`src/rtl/lpm_dffpipe_elastic_if.sv`:
```
// rtl/lpm_dffpipe_elastic_if.sv - producer/consumer handshake bundle for the elastic pipe
interface lpm_dffpipe_elastic_if #(
    parameter int lpm_width    = 8,
    parameter int lpm_cntwidth = 2
);
    logic [lpm_width-1:0]    d;
    logic                    d_valid;
    logic                    d_ready;
    logic [lpm_width-1:0]    q;
    logic                    q_valid;
    logic                    q_ready;
    logic [lpm_cntwidth-1:0] usedw;

    modport master (
        output d, d_valid, q_ready,
        input  d_ready, q, q_valid, usedw
    );

    modport slave (
        input  d, d_valid, q_ready,
        output d_ready, q, q_valid, usedw
    );
endinterface

```
`src/rtl/lpm_dffpipe_elastic.sv`:
```
// rtl/lpm_dffpipe_elastic.sv - register pipe with per-stage valid, backpressure and bubble collapse
module lpm_dffpipe_elastic #(
    parameter int lpm_width    = 8,
    parameter int lpm_delay    = 3,
    parameter int lpm_cntwidth = 2
) (
    input  logic                  clock,
    input  logic                  sclr,
    lpm_dffpipe_elastic_if.slave  bus
);

    if (lpm_delay == 0) begin : g_wire
        logic unused_ok;
        assign unused_ok   = clock ^ sclr;
        assign bus.q       = bus.d;
        assign bus.q_valid = bus.d_valid;
        assign bus.d_ready = bus.q_ready;
        assign bus.usedw   = '0;
    end else begin : g_pipe
        localparam int top = lpm_delay - 1;

        logic [lpm_width-1:0]    data_r   [lpm_delay];
        logic [lpm_width-1:0]    up_data  [lpm_delay];
        logic [lpm_delay-1:0]    valid_r;
        logic [lpm_delay-1:0]    up_valid;
        logic [lpm_delay-1:0]    rdy;
        logic [lpm_cntwidth-1:0] usedw_r;
        logic                    in_xfer;
        logic                    out_xfer;

        // Readiness ripples from the output back: an empty stage is always free,
        // which is what lets a new word slide up behind a stalled one.
        always_comb begin
            logic chain;
            rdy      = '0;
            chain    = !valid_r[top] || bus.q_ready;
            rdy[top] = chain;
            for (int i = top - 1; i >= 0; i--) begin
                chain  = !valid_r[i] || chain;
                rdy[i] = chain;
            end
        end

        always_comb begin
            up_valid    = '0;
            up_valid[0] = bus.d_valid;
            up_data[0]  = bus.d;
            for (int i = 1; i < lpm_delay; i++) begin
                up_valid[i] = valid_r[i-1];
                up_data[i]  = data_r[i-1];
            end
        end

        assign in_xfer  = bus.d_valid && rdy[0];
        assign out_xfer = valid_r[top] && bus.q_ready;

        // Data only loads under a valid upstream word, so q keeps its last
        // value while bubbles pass through.
        always_ff @(posedge clock) begin
            if (sclr) begin
                valid_r <= '0;
                usedw_r <= '0;
                for (int i = 0; i < lpm_delay; i++) begin
                    data_r[i] <= '0;
                end
            end else begin
                for (int i = 0; i < lpm_delay; i++) begin
                    if (rdy[i]) begin
                        valid_r[i] <= up_valid[i];
                        if (up_valid[i]) begin
                            data_r[i] <= up_data[i];
                        end
                    end
                end
                usedw_r <= usedw_r + lpm_cntwidth'(in_xfer) - lpm_cntwidth'(out_xfer);
            end
        end

        assign bus.d_ready = rdy[0];
        assign bus.q       = data_r[top];
        assign bus.q_valid = valid_r[top];
        assign bus.usedw   = usedw_r;
    end

endmodule
```
`src/flat_wrapper.sv`:
```
// flat-port wrapper written by rule: the top's interface ports become plain ports
module lpm_dffpipe_elastic_flat 
#(
    parameter int lpm_width    = 8,
    parameter int lpm_delay    = 3,
    parameter int lpm_cntwidth = 2
)
  (clock, sclr, bus_d, bus_d_valid, bus_q_ready, bus_d_ready, bus_q, bus_q_valid, bus_usedw);
  lpm_dffpipe_elastic_if #(.lpm_width(lpm_width), .lpm_cntwidth(lpm_cntwidth)) bus_i ();
  input  logic clock;
  input  logic sclr;
  input wire logic [$bits(bus_i.d)-1:0] bus_d;
  input wire logic [$bits(bus_i.d_valid)-1:0] bus_d_valid;
  input wire logic [$bits(bus_i.q_ready)-1:0] bus_q_ready;
  output wire logic [$bits(bus_i.d_ready)-1:0] bus_d_ready;
  output wire logic [$bits(bus_i.q)-1:0] bus_q;
  output wire logic [$bits(bus_i.q_valid)-1:0] bus_q_valid;
  output wire logic [$bits(bus_i.usedw)-1:0] bus_usedw;
  assign bus_i.d = bus_d;
  assign bus_i.d_valid = bus_d_valid;
  assign bus_i.q_ready = bus_q_ready;
  assign bus_d_ready = bus_i.d_ready;
  assign bus_q = bus_i.q;
  assign bus_q_valid = bus_i.q_valid;
  assign bus_usedw = bus_i.usedw;
  lpm_dffpipe_elastic #(.lpm_width(lpm_width), .lpm_delay(lpm_delay), .lpm_cntwidth(lpm_cntwidth)) u_core (.clock(clock), .sclr(sclr), .bus(bus_i));
endmodule
```
`config.mk`:
```
export PLATFORM = sky130hd
export DESIGN_NAME = lpm_dffpipe_elastic_flat
export DESIGN_NICKNAME = d
export VERILOG_FILES = /design/src/rtl/lpm_dffpipe_elastic_if.sv /design/src/rtl/lpm_dffpipe_elastic.sv /design/src/flat_wrapper.sv
export SDC_FILE = /design/constraint.sdc
export NUM_CORES = 1
export LEC_CHECK = 0
export ABC_AREA = 0
export BUFFER_PORTS_ARGS = -buffer_cell sky130_fd_sc_hd__buf_2
export CAP_MARGIN = 20
export CORE_UTILIZATION = 46
export CTS_CLUSTER_SIZE = 24
export DETAILED_ROUTE_END_ITERATION = 6
export PLACE_DENSITY = 0.66
export SYNTH_ARGS = -nofsm -noshare
export SYNTH_HDL_FRONTEND = slang
export SYNTH_SLANG_ARGS = --single-unit
```
`constraint.sdc`:
```
create_clock -name clock -period 2.1 [get_ports clock]
set_input_delay 0.21 -clock clock [delete_from_list [all_inputs] [get_ports clock]]
set_output_delay 0.21 -clock clock [all_outputs]
set_load 0.02 [all_outputs]
```
==> flow_metrics.env <==
export IMPL_drive_gt1_share_pct=36.0
export IMPL_synth_seq_area_share_pct=63.0
export IMPL_final_area_um2=1420
export IMPL_critPathTopFamily="compound AO/OA/AOI/OAI gates"
export IMPL_antenna_left=0
export IMPL_clock_latency_ns=0.32
export IMPL_gp_congestion=0.761
export IMPL_min_path_type="in -> reg"
export IMPL_hold_slack_ns=0.172
export IMPL_die_area_um2=3050
export IMPL_grt_ovfl_total=0
export IMPL_ys_types=27
export IMPL_path_cells="nand2_1 > a22oi_4 > nor3b_1"
export IMPL_path_max_fanout=24
export IMPL_synth_seq_cells=29
export IMPL_wl_per_cell_um=12.6
export IMPL_areaGrowthSynthToFinish_pct=9.21
export IMPL_rows=18
export IMPL_synthTopCellsByArea="edfxtp_1, nor3b_1, dfxtp_1"
export IMPL_maxCapViolCount=0
export IMPL_io_buffers=23
export IMPL_p_clk_share_pct=29.2
export IMPL_slowest_stage="a22oi_4"
export IMPL_max_freq_ghz=0.614
export IMPL_syn_nets=107
export IMPL_synth_area_um2=1300
export IMPL_p_leak_uw=0.000564
export IMPL_crit_buf_inv=0
export IMPL_drt_iter0_markers=9
export IMPL_min_path_cells=3
export IMPL_routed_wirelength_mm=1.77
export IMPL_worst_ir_drop_vdd_v=0.000557
export IMPL_ys_async_sr_fraction_pct=0
export IMPL_fin_crit_ns=1.63
export IMPL_cp_arrival_ns=1.66
export IMPL_power_density_nw_per_um2=809
export IMPL_power_total_uw=1150
export IMPL_syn_area_per_cell_um2=14.0
export IMPL_htreeDepth=2
export IMPL_holdBufCountCts=0
export IMPL_ios=24
export IMPL_start_util_pct=50.8
export IMPL_synth_top_cell_area_share_pct=55.3
export IMPL_synthFlopType="edfxtp_1"
export IMPL_start_kind="register"
export IMPL_grt_use_total_pct=13.3
export IMPL_rr_worst_depth=3
export IMPL_yosysTopAreaCell="edfxtp_1"
export IMPL_placed_area_um2=1370
export IMPL_r2r_setup_slack_ns=0.47
export IMPL_route_detailed_drc=0
export IMPL_synth_edff_count=24
export IMPL_final_nets=124
export IMPL_cts_sinks=29
export IMPL_clk_path_buf_depth=2
export IMPL_pwr_share_seq_pct=59.2
export IMPL_drt_pass1_iter_count=4
export IMPL_cts_buffers=5
export IMPL_clkTransAtPathRegs_ns=0.08
export IMPL_cp_depth=3
export IMPL_p_int_uw=888
export IMPL_status="complete, no violations"
export IMPL_grt_max_degree=25
export IMPL_via_count=707
export IMPL_finalSetupViolations=0
export IMPL_cts_resized=0
export IMPL_dp_hpwl_mm=1.17
export IMPL_cp_required_ns=2.13
export IMPL_max_stage_delay_ns=0.56
export IMPL_drv_slew=0
export IMPL_crit_end="u_core.g_pipe.data_r[0][22]"
export IMPL_cts_setup_buffers=0
export IMPL_p_sw_share_pct=22.9
export IMPL_cp_end_kind="register"
export IMPL_period_share_pct=77.5
export IMPL_die_h_um=55.2
export IMPL_ys_warn_count=0
export IMPL_r2r_start="u_core.g_pipe.valid_r[1]"
export IMPL_p_sw_uw=264
export IMPL_p_comb_share_pct=11.6
export IMPL_core_area_um2=2570
export IMPL_synthCells=93
export IMPL_first_global_vias=679
export IMPL_worstReg2RegEnd="u_core.g_pipe.data_r[0][22]"
export IMPL_rsz0062_at_grt="no"
export IMPL_finalSetupTns_ns=0
export IMPL_grt_pass1_wl_mm=3.03
export IMPL_cts_tree="yes"
export IMPL_clock_skew_ns=0.00953
export IMPL_crit_start="u_core.g_pipe.valid_r[1]"
export IMPL_finish_utilization_pct=55.5
export IMPL_diodes=0
export IMPL_hold_viol_final=0
export IMPL_worstSetupPathType="reg -> reg"
export IMPL_antenna_found_initial=0
export IMPL_slew_headroom_pct=54.2
export IMPL_vias_per_cell=5.01
export IMPL_die_w_um=55.2
export IMPL_cts_root_buf="clkbuf_4"
export IMPL_worst_slew_pin_slew_ns=0.686
## cell usage in the layout (no fill, tap or decap), types with 2 or more instances in the layout
cell      Yosys  layout
dfxtp_1       5       5
inv_1         3       3
nor3b_1      19      19
nor3b_2       5       5
buf_2         1      23
a21oi_1       2       2
edfxtp_1     24      24
clkbuf_1      2       2
nor2_1        4       4
nand2_1       2       2
ha_1          2       2
clkbuf_4      0       5
## per-layer routing
layer,vias up,routed length (um),global-route usage (%)
met5,-,0,0
met4,0,16,4.29
met3,3,132,8.67
met2,21,835,20.1
met1,323,790,15.3
li1,360,-,-
## cells by family after synthesis
kind of cell | synth area share [%]
AND/OR/NAND/NOR | 21.2
XOR/XNOR | 1.34
buffers and inverters | 8.44
flip-flops | 63.0
AO/OA/AOI/OAI | 4.13
adder cells (fa/ha/maj) | 1.92
## stage by stage
step	std cells	setup slack, ns
finish	141	0.472
global route	141	0.373
CTS	141	0.473
detailed placement	133	0.490
global placement	133	0.565
floorplan	93	0.603
## layout make-up
type                    count  area, um2
clock buffers               8       58.8
inverters                   3       11.3
fillers                   227       1140
well taps                  30       37.5
flip-flops and latches     29        821
multi-input cells          47        373
repair buffers             24        123
## registers in the layout (all words and copies together) (netlist names)
name and cells:
u_core.bus.usedw 2, u_core.g_pipe.data_r 24, u_core.g_pipe.valid_r 3
## Yosys cell counts, types with 2 or more instances
| library cell | instances |
|---|---|
| nor3b_2 | 5 |
| buf_4 | 8 |
| dfxtp_1 | 5 |
| edfxtp_1 | 24 |
| a21oi_1 | 2 |
| nor2_1 | 4 |
| clkbuf_1 | 2 |
| nor3b_1 | 19 |
| buf_6 | 2 |
| ha_1 | 2 |
| nand2_1 | 2 |
| inv_1 | 3 |
## power groups by stage
stage / clock network, uW / registers [uW] / logic [uW]
after CTS: 354 / 683 / 135
after floorplan: 0 / 699 / 110
final: 336 / 682 / 133
after detailed placement: 0 / 696 / 134
after global placement: 0 / 694 / 129
after global routing: 386 / 688 / 145
## worst reg2reg max path, stage by stage, from the launching register on
cell,delay (ns)
dfxtp_1,0.51
nand2_1,0.15
a22oi_4,0.56
nor3b_1,0.13
## worst min path at each step
stage | from | end
6_report | bus_d_valid | u_core.g_pipe.valid_r[0]
5_1_grt | bus_d_valid | u_core.g_pipe.valid_r[0]
4_1_cts | bus_d_valid | u_core.g_pipe.valid_r[0]
3_5_place_dp | bus_d_valid | u_core.g_pipe.valid_r[0]
3_3_place_gp | bus_d_valid | u_core.g_pipe.valid_r[0]
2_1_floorplan | sclr | u_core.bus.usedw[0]
Power figures use the tool's default switching activity.
